===== src/rtl/attopu_pkg.sv =====
// attopu_pkg: shared encodings for the attopu core front end.
// Sequencer states, next-PC select codes and opcode field values.
package attopu_pkg;

    typedef enum logic [2:0] {
        S_IDLE   = 3'd0,
        S_FETCH  = 3'd1,
        S_WAIT   = 3'd2,
        S_EXEC   = 3'd3,
        S_HALTED = 3'd4
    } state_t;

    localparam logic [1:0] NPC_INC = 2'b00;
    localparam logic [1:0] NPC_REL = 2'b01;
    localparam logic [1:0] NPC_REG = 2'b10;
    localparam logic [1:0] NPC_RSV = 2'b11;

    localparam logic [2:0] OP_ALU = 3'b000;
    localparam logic [2:0] OP_LDI = 3'b001;
    localparam logic [2:0] OP_LDR = 3'b011;
    localparam logic [2:0] OP_ST  = 3'b101;
    localparam logic [2:0] OP_BR  = 3'b110;
    localparam logic [2:0] OP_HLT = 3'b111;

endpackage


===== src/rtl/pc_next.sv =====
// pc_next: combinational next-PC selection with 16-bit wraparound.
// The reserved select falls back to sequential flow and raises bad.
module pc_next
    import attopu_pkg::*;
(
    input  logic [15:0] pc,
    input  logic [1:0]  sel,
    input  logic [15:0] offset,
    input  logic [15:0] reg_target,
    output logic [15:0] next_pc,
    output logic        bad
);

    assign next_pc = sel == NPC_REL ? pc + offset :
                     sel == NPC_REG ? reg_target  : pc + 16'd1;
    assign bad     = sel == NPC_RSV;

endmodule


===== src/rtl/fetch_unit.sv =====
// fetch_unit: attopu instruction sequencer, fetching one word per instruction
// and presenting it to the decoder for a single EXEC cycle.
module fetch_unit
    import attopu_pkg::*;
#(
    parameter logic [15:0] RESET_PC = 16'h0000
) (
    input  logic        clk,
    input  logic        reset,
    input  logic        run,
    input  logic        step_mode,
    output logic        imem_req,
    output logic [15:0] imem_addr,
    input  logic        imem_valid,
    input  logic [15:0] imem_data,
    output logic [15:0] instruction,
    output logic        instr_valid,
    input  logic [1:0]  nextPCSel,
    input  logic        halt,
    input  logic [15:0] addr,
    input  logic [15:0] reg_target,
    output logic [15:0] pc,
    output logic        halted,
    output logic        bad_npc,
    output logic [31:0] retired
);

    state_t      state, state_nx;
    logic [15:0] next_pc;
    logic        rsv;

    pc_next u_pc_next (
        .pc         (pc),
        .sel        (nextPCSel),
        .offset     (addr),
        .reg_target (reg_target),
        .next_pc    (next_pc),
        .bad        (rsv)
    );

    always_ff @(posedge clk) begin
        if (reset) begin
            state       <= S_IDLE;
            pc          <= RESET_PC;
            instruction <= '0;
            retired     <= '0;
            bad_npc     <= 1'b0;
        end else begin
            state <= state_nx;
            if (state == S_WAIT && imem_valid)
                instruction <= imem_data;
            // a halting instruction leaves pc on itself and is not counted
            if (instr_valid && !halt) begin
                pc      <= next_pc;
                retired <= retired + 32'd1;
                bad_npc <= bad_npc | rsv;
            end
        end
    end

    always_comb begin
        state_nx    = state;
        imem_req    = 1'b0;
        instr_valid = 1'b0;
        case (state)
            S_IDLE:   state_nx = run ? S_FETCH : S_IDLE;
            S_FETCH: begin
                imem_req = 1'b1;
                state_nx = S_WAIT;
            end
            S_WAIT:   state_nx = imem_valid ? S_EXEC : S_WAIT;
            S_EXEC: begin
                instr_valid = 1'b1;
                state_nx    = halt ? S_HALTED : (run && !step_mode) ? S_FETCH : S_IDLE;
            end
            S_HALTED: state_nx = S_HALTED;
            default:  state_nx = S_IDLE;
        endcase
    end

    assign imem_addr = imem_req ? pc : '0;
    assign halted    = state == S_HALTED;

endmodule


===== config.mk =====
export PLATFORM = sky130hd
export DESIGN_NAME = fetch_unit
export DESIGN_NICKNAME = d
export VERILOG_FILES = /design/src/rtl/attopu_pkg.sv /design/src/rtl/pc_next.sv /design/src/rtl/fetch_unit.sv
export SDC_FILE = /design/constraint.sdc
export NUM_CORES = 1
export LEC_CHECK = 0
export CAP_MARGIN = 20
export CORE_ASPECT_RATIO = 1.25
export CORE_UTILIZATION = 45
export CTS_BUF_LIST = sky130_fd_sc_hd__clkbuf_16
export DETAILED_ROUTE_END_ITERATION = 16
export GPL_TIMING_DRIVEN = 0
export PLACE_DENSITY_LB_ADDON = 0.12
export SLEW_MARGIN = 20
export SYNTH_ARGS = -nofsm -noshare
export SYNTH_HDL_FRONTEND = slang
export SYNTH_SLANG_ARGS = --single-unit

===== constraint.sdc =====
create_clock -name clk -period 5.9 [get_ports clk]
set_input_delay 1.18 -clock clk [delete_from_list [all_inputs] [get_ports clk]]
set_output_delay 1.18 -clock clk [all_outputs]
set_load 0.05 [all_outputs]

Word-level counts from Yosys, hierarchy flattened
Cells that the tools add are included.
{ "classes": {"n_mul": 0, "bitwise_logic": 1, "n_div": 0, "add_sub_neg": 3, "n_reduce_logical": 6, "n_mux": 10, "n_shift": 0, "order_cmp": 0, "eq_ne": 7} }
{ "op_table": {"columns": ["cell", "n"], "rows": [
  ["$mux 16", 3],
  ["$add 32x1->32 const B", 1],
  ["$add 16x1->16 const B", 1],
  ["$add 16x16->16", 1],
  ["$pmux 3 s5", 1],
  ["$eq 3x2->1 const B", 2],
  ["$mux 1", 5],
  ["$eq 2x2->1 const B", 2],
  ["$eq 3x1->1 const B", 1],
  ["$eq 3x3->1 const B", 1],
  ["$logic_and 1x1->1", 3],
  ["$logic_not 3->1", 1],
  ["$mux 3", 1],
  ["$eq 2x1->1 const B", 1],
  ["$logic_not 1->1", 2],
  ["$or 1x1->1", 1]
]} }
{ "word_totals": {"word_cells": 32, "ram_bits": 0, "rom_bits": 0, "latchBits": 0, "regBits": 68, "output_inout_bits": 84, "mem_count": 0} }

Depth between registers and ports, before layout
Gate-level depths: netlist of run 1.
{ "depth": {"word_depth": 5, "ltp_mapped": 8, "mapped_depth_nobuf": 8} }

Cells and area by module
From an unflattened synthesis of run 1, not the netlist that was laid out.
{ "hier_totals": {"hier_cells": 563, "area_unflattened_um2": 4305.4} }
{ "by_module_without_submodules": {"columns": ["mod", "seq_area_each_um2", "cells_each", "instances", "area_per_inst_um2"], "rows": [
  ["fetch_unit", 1361.3, 361, 1, 2917.8],
  ["pc_next", 0.0, 202, 1, 1387.6]
]} }

Least setup slack after synthesis of run 1
OpenSTA, ideal clock, no wires.
{ "synth_timing": {"path_kind": "register to output", "from": "reg state[1]", "to": "out imem_addr[10]", "setup_slack_ns": 2.746, "arrival_time_ns": 1.974, "stages_incl_launch_ff": 5, "path_cell_list": "dfxtp_1 > buf_2 > nor3b_1 > clkbuf_1 > and2_1"} }
{ "synth_via": {"elab_chain_len": 3} }
{ "synth_lines": {"columns": ["element", "line", "source"], "rows": [
  ["from (decl)", "fetch_unit.sv:28", "state_t state, state_nx;"],
  ["from (signal assigned)", "fetch_unit.sv:49", "state <= state_nx;"],
  ["$eq 3x1->1", "fetch_unit.sv:65", "case (state)"],
  ["$mux 1", "fetch_unit.sv:65", null],
  ["net imem_req", "fetch_unit.sv:12", "output logic imem_req,"],
  ["$mux 16", "fetch_unit.sv:81", "assign imem_addr = imem_req ? pc : '0;"],
  ["to (decl)", "fetch_unit.sv:13", "output logic [15:0] imem_addr,"]
]} }
The timed path passes the listed nets, and every way through them passes these cells.

Worst setup path after layout of run 1
{ "layout_timing": {"from": "reg state[0]", "to": "out imem_addr[6]"} }
{ "layout_via": {"elab_chain_len": 3} }
{ "layout_lines": {"columns": ["element", "line"], "rows": [
  ["$eq 3x1->1", "fetch_unit.sv:65"],
  ["$mux 1", "fetch_unit.sv:65"],
  ["$mux 16", "fetch_unit.sv:81"]
]} }
Every way passes these cells.

==> results.yml, run 1 <==
timing:
  fmax_ghz: 0.254
  finalSetupTns_ns: 0
  rsz0062_at_grt: "false"
  worstMarginPinSlew_ns: 0.641
  setup_viol: 0
  final.period_utilization_pct: 66.8
  hold_viol: 0
  finalClockSkew_ns: 0.00515
  hold_slack_ns: 0.455
  maxSlewHeadroom_pct: 57.1
  fin_ws_ns: 1.96
  slew_viol_final: 0
  period_minus_slack_ns: 3.94
synth:
  synth-seq-cells: 68
  yosys.area_share.simple_pct: 32.0
  yosys.area.top_type: "dfxtp_1"
  synth_most_common_cell: "dfxtp_1"
  ys.flop_type: "dfxtp_1"
  syn_area_um2: 4340
  seq_area_frac_synth_pct: 31.4
  synthTopCellsByArea: "dfxtp_1 (31%), xor2_1 (5.7%), nand2_1 (5.4%)"
  synth_commonest_cells: "dfxtp_1 (68), nand2_1 (63), nor2_1 (57)"
  avgSynthCellArea_um2: 8.07
  synth_top_area_share_pct: 31.4
  synth_compound_area_share_pct: 18.4
  synth_xor_area_share_pct: 8.85
  synthAdderAreaFrac_pct: 5.36
  synth_top_family_by_area: "simple AND/OR/NAND/NOR gates"
  ys_async_sr_fraction_pct: 0
  synthCells: 538
  yosys_warnings: 0
  muxShareOfSynthArea_pct: 0.231
  synth_edf_count: 0
  synth_fp_nets: 612
  synth.distinct_cells: 74
setup_path:
  crit_arrival_ns: 2.76
  cpLargestDelayFamily: "buffers and inverters"
  critPathLaunch: "state[0]"
  path_cells: "nor3b_2, clkbuf_1, and2_2, clkdlybuf4s50_1"
  r2r_cells: 8
  ff2ff_setup_slack_ns: 3.16
  r2r_end: "pc[14]"
  r2r_start: "pc[0]"
  cp_data_required_time_ns: 4.72
  setup.worst_path.start_class: "register"
  path_buf_inv: 2
  crit_slowest_cell: "clkdlybuf4s50_1"
  slowest_delay_ns: 0.80
  path_class: "reg2out"
  cp-end-kind: "primary output"
  worstPathMaxFanout: 10
routing:
  drt_iter0_drc: 179
  num_vias: 4610
  ant_nets: 0
  drc_errors: 0
  viasPerCell: 5.66
  wire_per_inst_um: 16.3
  routed_wl_um: 13300
  drt_pre_antenna_iters: 5
worst_hold_path:
  hold_path_end: "instruction[9]"
  hold_path.startpoint: "instruction[9]"
  whs_path_depth: 2
  hp-class: "reg2reg"
global_route:
  grt_max_degree: 13
  grt_pass1_vias: 4604
  grt_pass1_wl_um: 21500
  antenna_found_initial: 0
  track_usage_pct: 26.9
  overflow: 0
clocking:
  cts_buffers: 9
  cts.hold.buffers_added: 0
  htree_levels: 3
  clock-sinks: 68
  worst_skew_pair.late_latency_ns: 0.33
  postCtsSetupBuffers: 0
  clock_path_buffers: 2
  cts_tree: "yes"
  cts_root_buf: "clkbuf_16"
  path_clk_slew_ns: 0.05
  post_cts_resized: 0
floorplanning:
  boundaryPins: 140
  initial_core_util_pct: 46.8
  die_area_um2: 10000
  core_area_um2: 9270
  die_w_um: 89.8
  num_rows: 39
  fp.dieH_um: 112
power_and_ir_drop:
  power_density_nw_per_um2: 211
  p_leak_nw: 2.31
  power_w: 0.00132
  peakVddDrop_uv: 106
placement:
  placed_area_um2: 5880
  gp_congestion: 0.819
  place_ws_ns: 1.89
  port_buffers: 138
  hpwlAfterDp_um: 10100
cells_and_area:
  synthToLayoutAreaGrowth_pct: 43.9
  fin_area_um2: 6240
  drive_gt1_share_pct: 6.94
  antennaDiodeCount: 0
  nets: 761
outcome:
  status: "completed"
job:
  maxCapViolCount: 0
-- through the flow --
step,std cells,utilization (%)
after floorplan,538,-
after global placement,799,63.4
after detailed placement,799,63.4
after CTS,815,67.3
after global routing,815,67.4
final,815,67.4
-- logic make-up after synthesis --
kind of cell / after synthesis
AO/OA/AOI/OAI: 126
buffers and inverters: 31
XOR/XNOR: 43
flip-flops: 68
adder cells (fa/ha/maj): 18
multiplexers: 1
AND/OR/NAND/NOR: 251
-- worst min-delay path, stage by stage (launching register included) --
cell and delay [ns]:
dfxtp_1 0.31, nand2_1 0.05, a21oi_1 0.05
-- how the worst max path moves through the flow --
stage                                to  slack, ns  depth (start not counted)
after floorplan           imem_addr[10]       2.75                          4
after global placement    imem_addr[13]       1.95                          4
after detailed placement   imem_addr[6]       1.89                          4
after CTS                  imem_addr[6]       1.53                          4
after global routing       imem_addr[6]       1.83                          4
final                      imem_addr[6]       1.96                          4
-- flip-flops by register name (all words and copies together) (netlist names) --
| register | count |
|---|---|
| bad_npc | 1 |
| state | 3 |
| retired | 32 |
| pc | 16 |
| instruction | 16 |
-- per-layer routing --
| metal | wire length [um] | global-route usage (%) |
|---|---|---|
| met1 | 5140 | 28.2 |
| met2 | 7210 | 51.9 |
| met3 | 603 | 4.58 |
| met4 | 325 | 11.9 |
| met5 | 0 | 0 |
-- placed cells by master, fill, tap and decap left out, types with 15 or more instances in the layout --
master and n:
clkdlybuf4s50_1 138, dfxtp_1 68, nand2_1 63, nor2_1 57
a21oi_1 46, xor2_1 28, nand3_1 20, o21ai_0 19
and2_1 17, ha_1 17, clkbuf_1 15
-- cell type report --
type	count	area, um2
clock inverter	7	139
clock buffer	9	225
multi-input combinational	439	2820
timing repair buffer	138	1380
inverter	4	28.8
tap	123	154
fill	812	3030
buffer	27	135
sequential	68	1360
-- power by group --
| part | switching, W | leakage, nW | internal (W) |
|---|---|---|---|
| registers | 0.00000816 | 0.549 | 0.000468 |
| clock network | 0.000203 | 0.179 | 0.000454 |
| logic | 0.000103 | 1.59 | 0.0000800 |
Note: power is estimated with default switching activity, not from simulation.
==> run 2: changes to the inputs <==
Clock period 5.9 ns to 3.85 ns, I/O delays scaled along.
==> results of run 2 <==
Same layout as run 1 (identical final DEF). Status: completed.
Main changes from that run: setup slack after placement 1.89 ns -> 0.252 ns; number of gates resized after CTS 0 -> 1; setup slack after layout 1.96 ns -> 0.318 ns; register-to-register setup slack 3.16 ns -> 1.11 ns; total power 0.00132 W -> 0.00202 W; worst IR drop on VDD 106 uV -> 162 uV
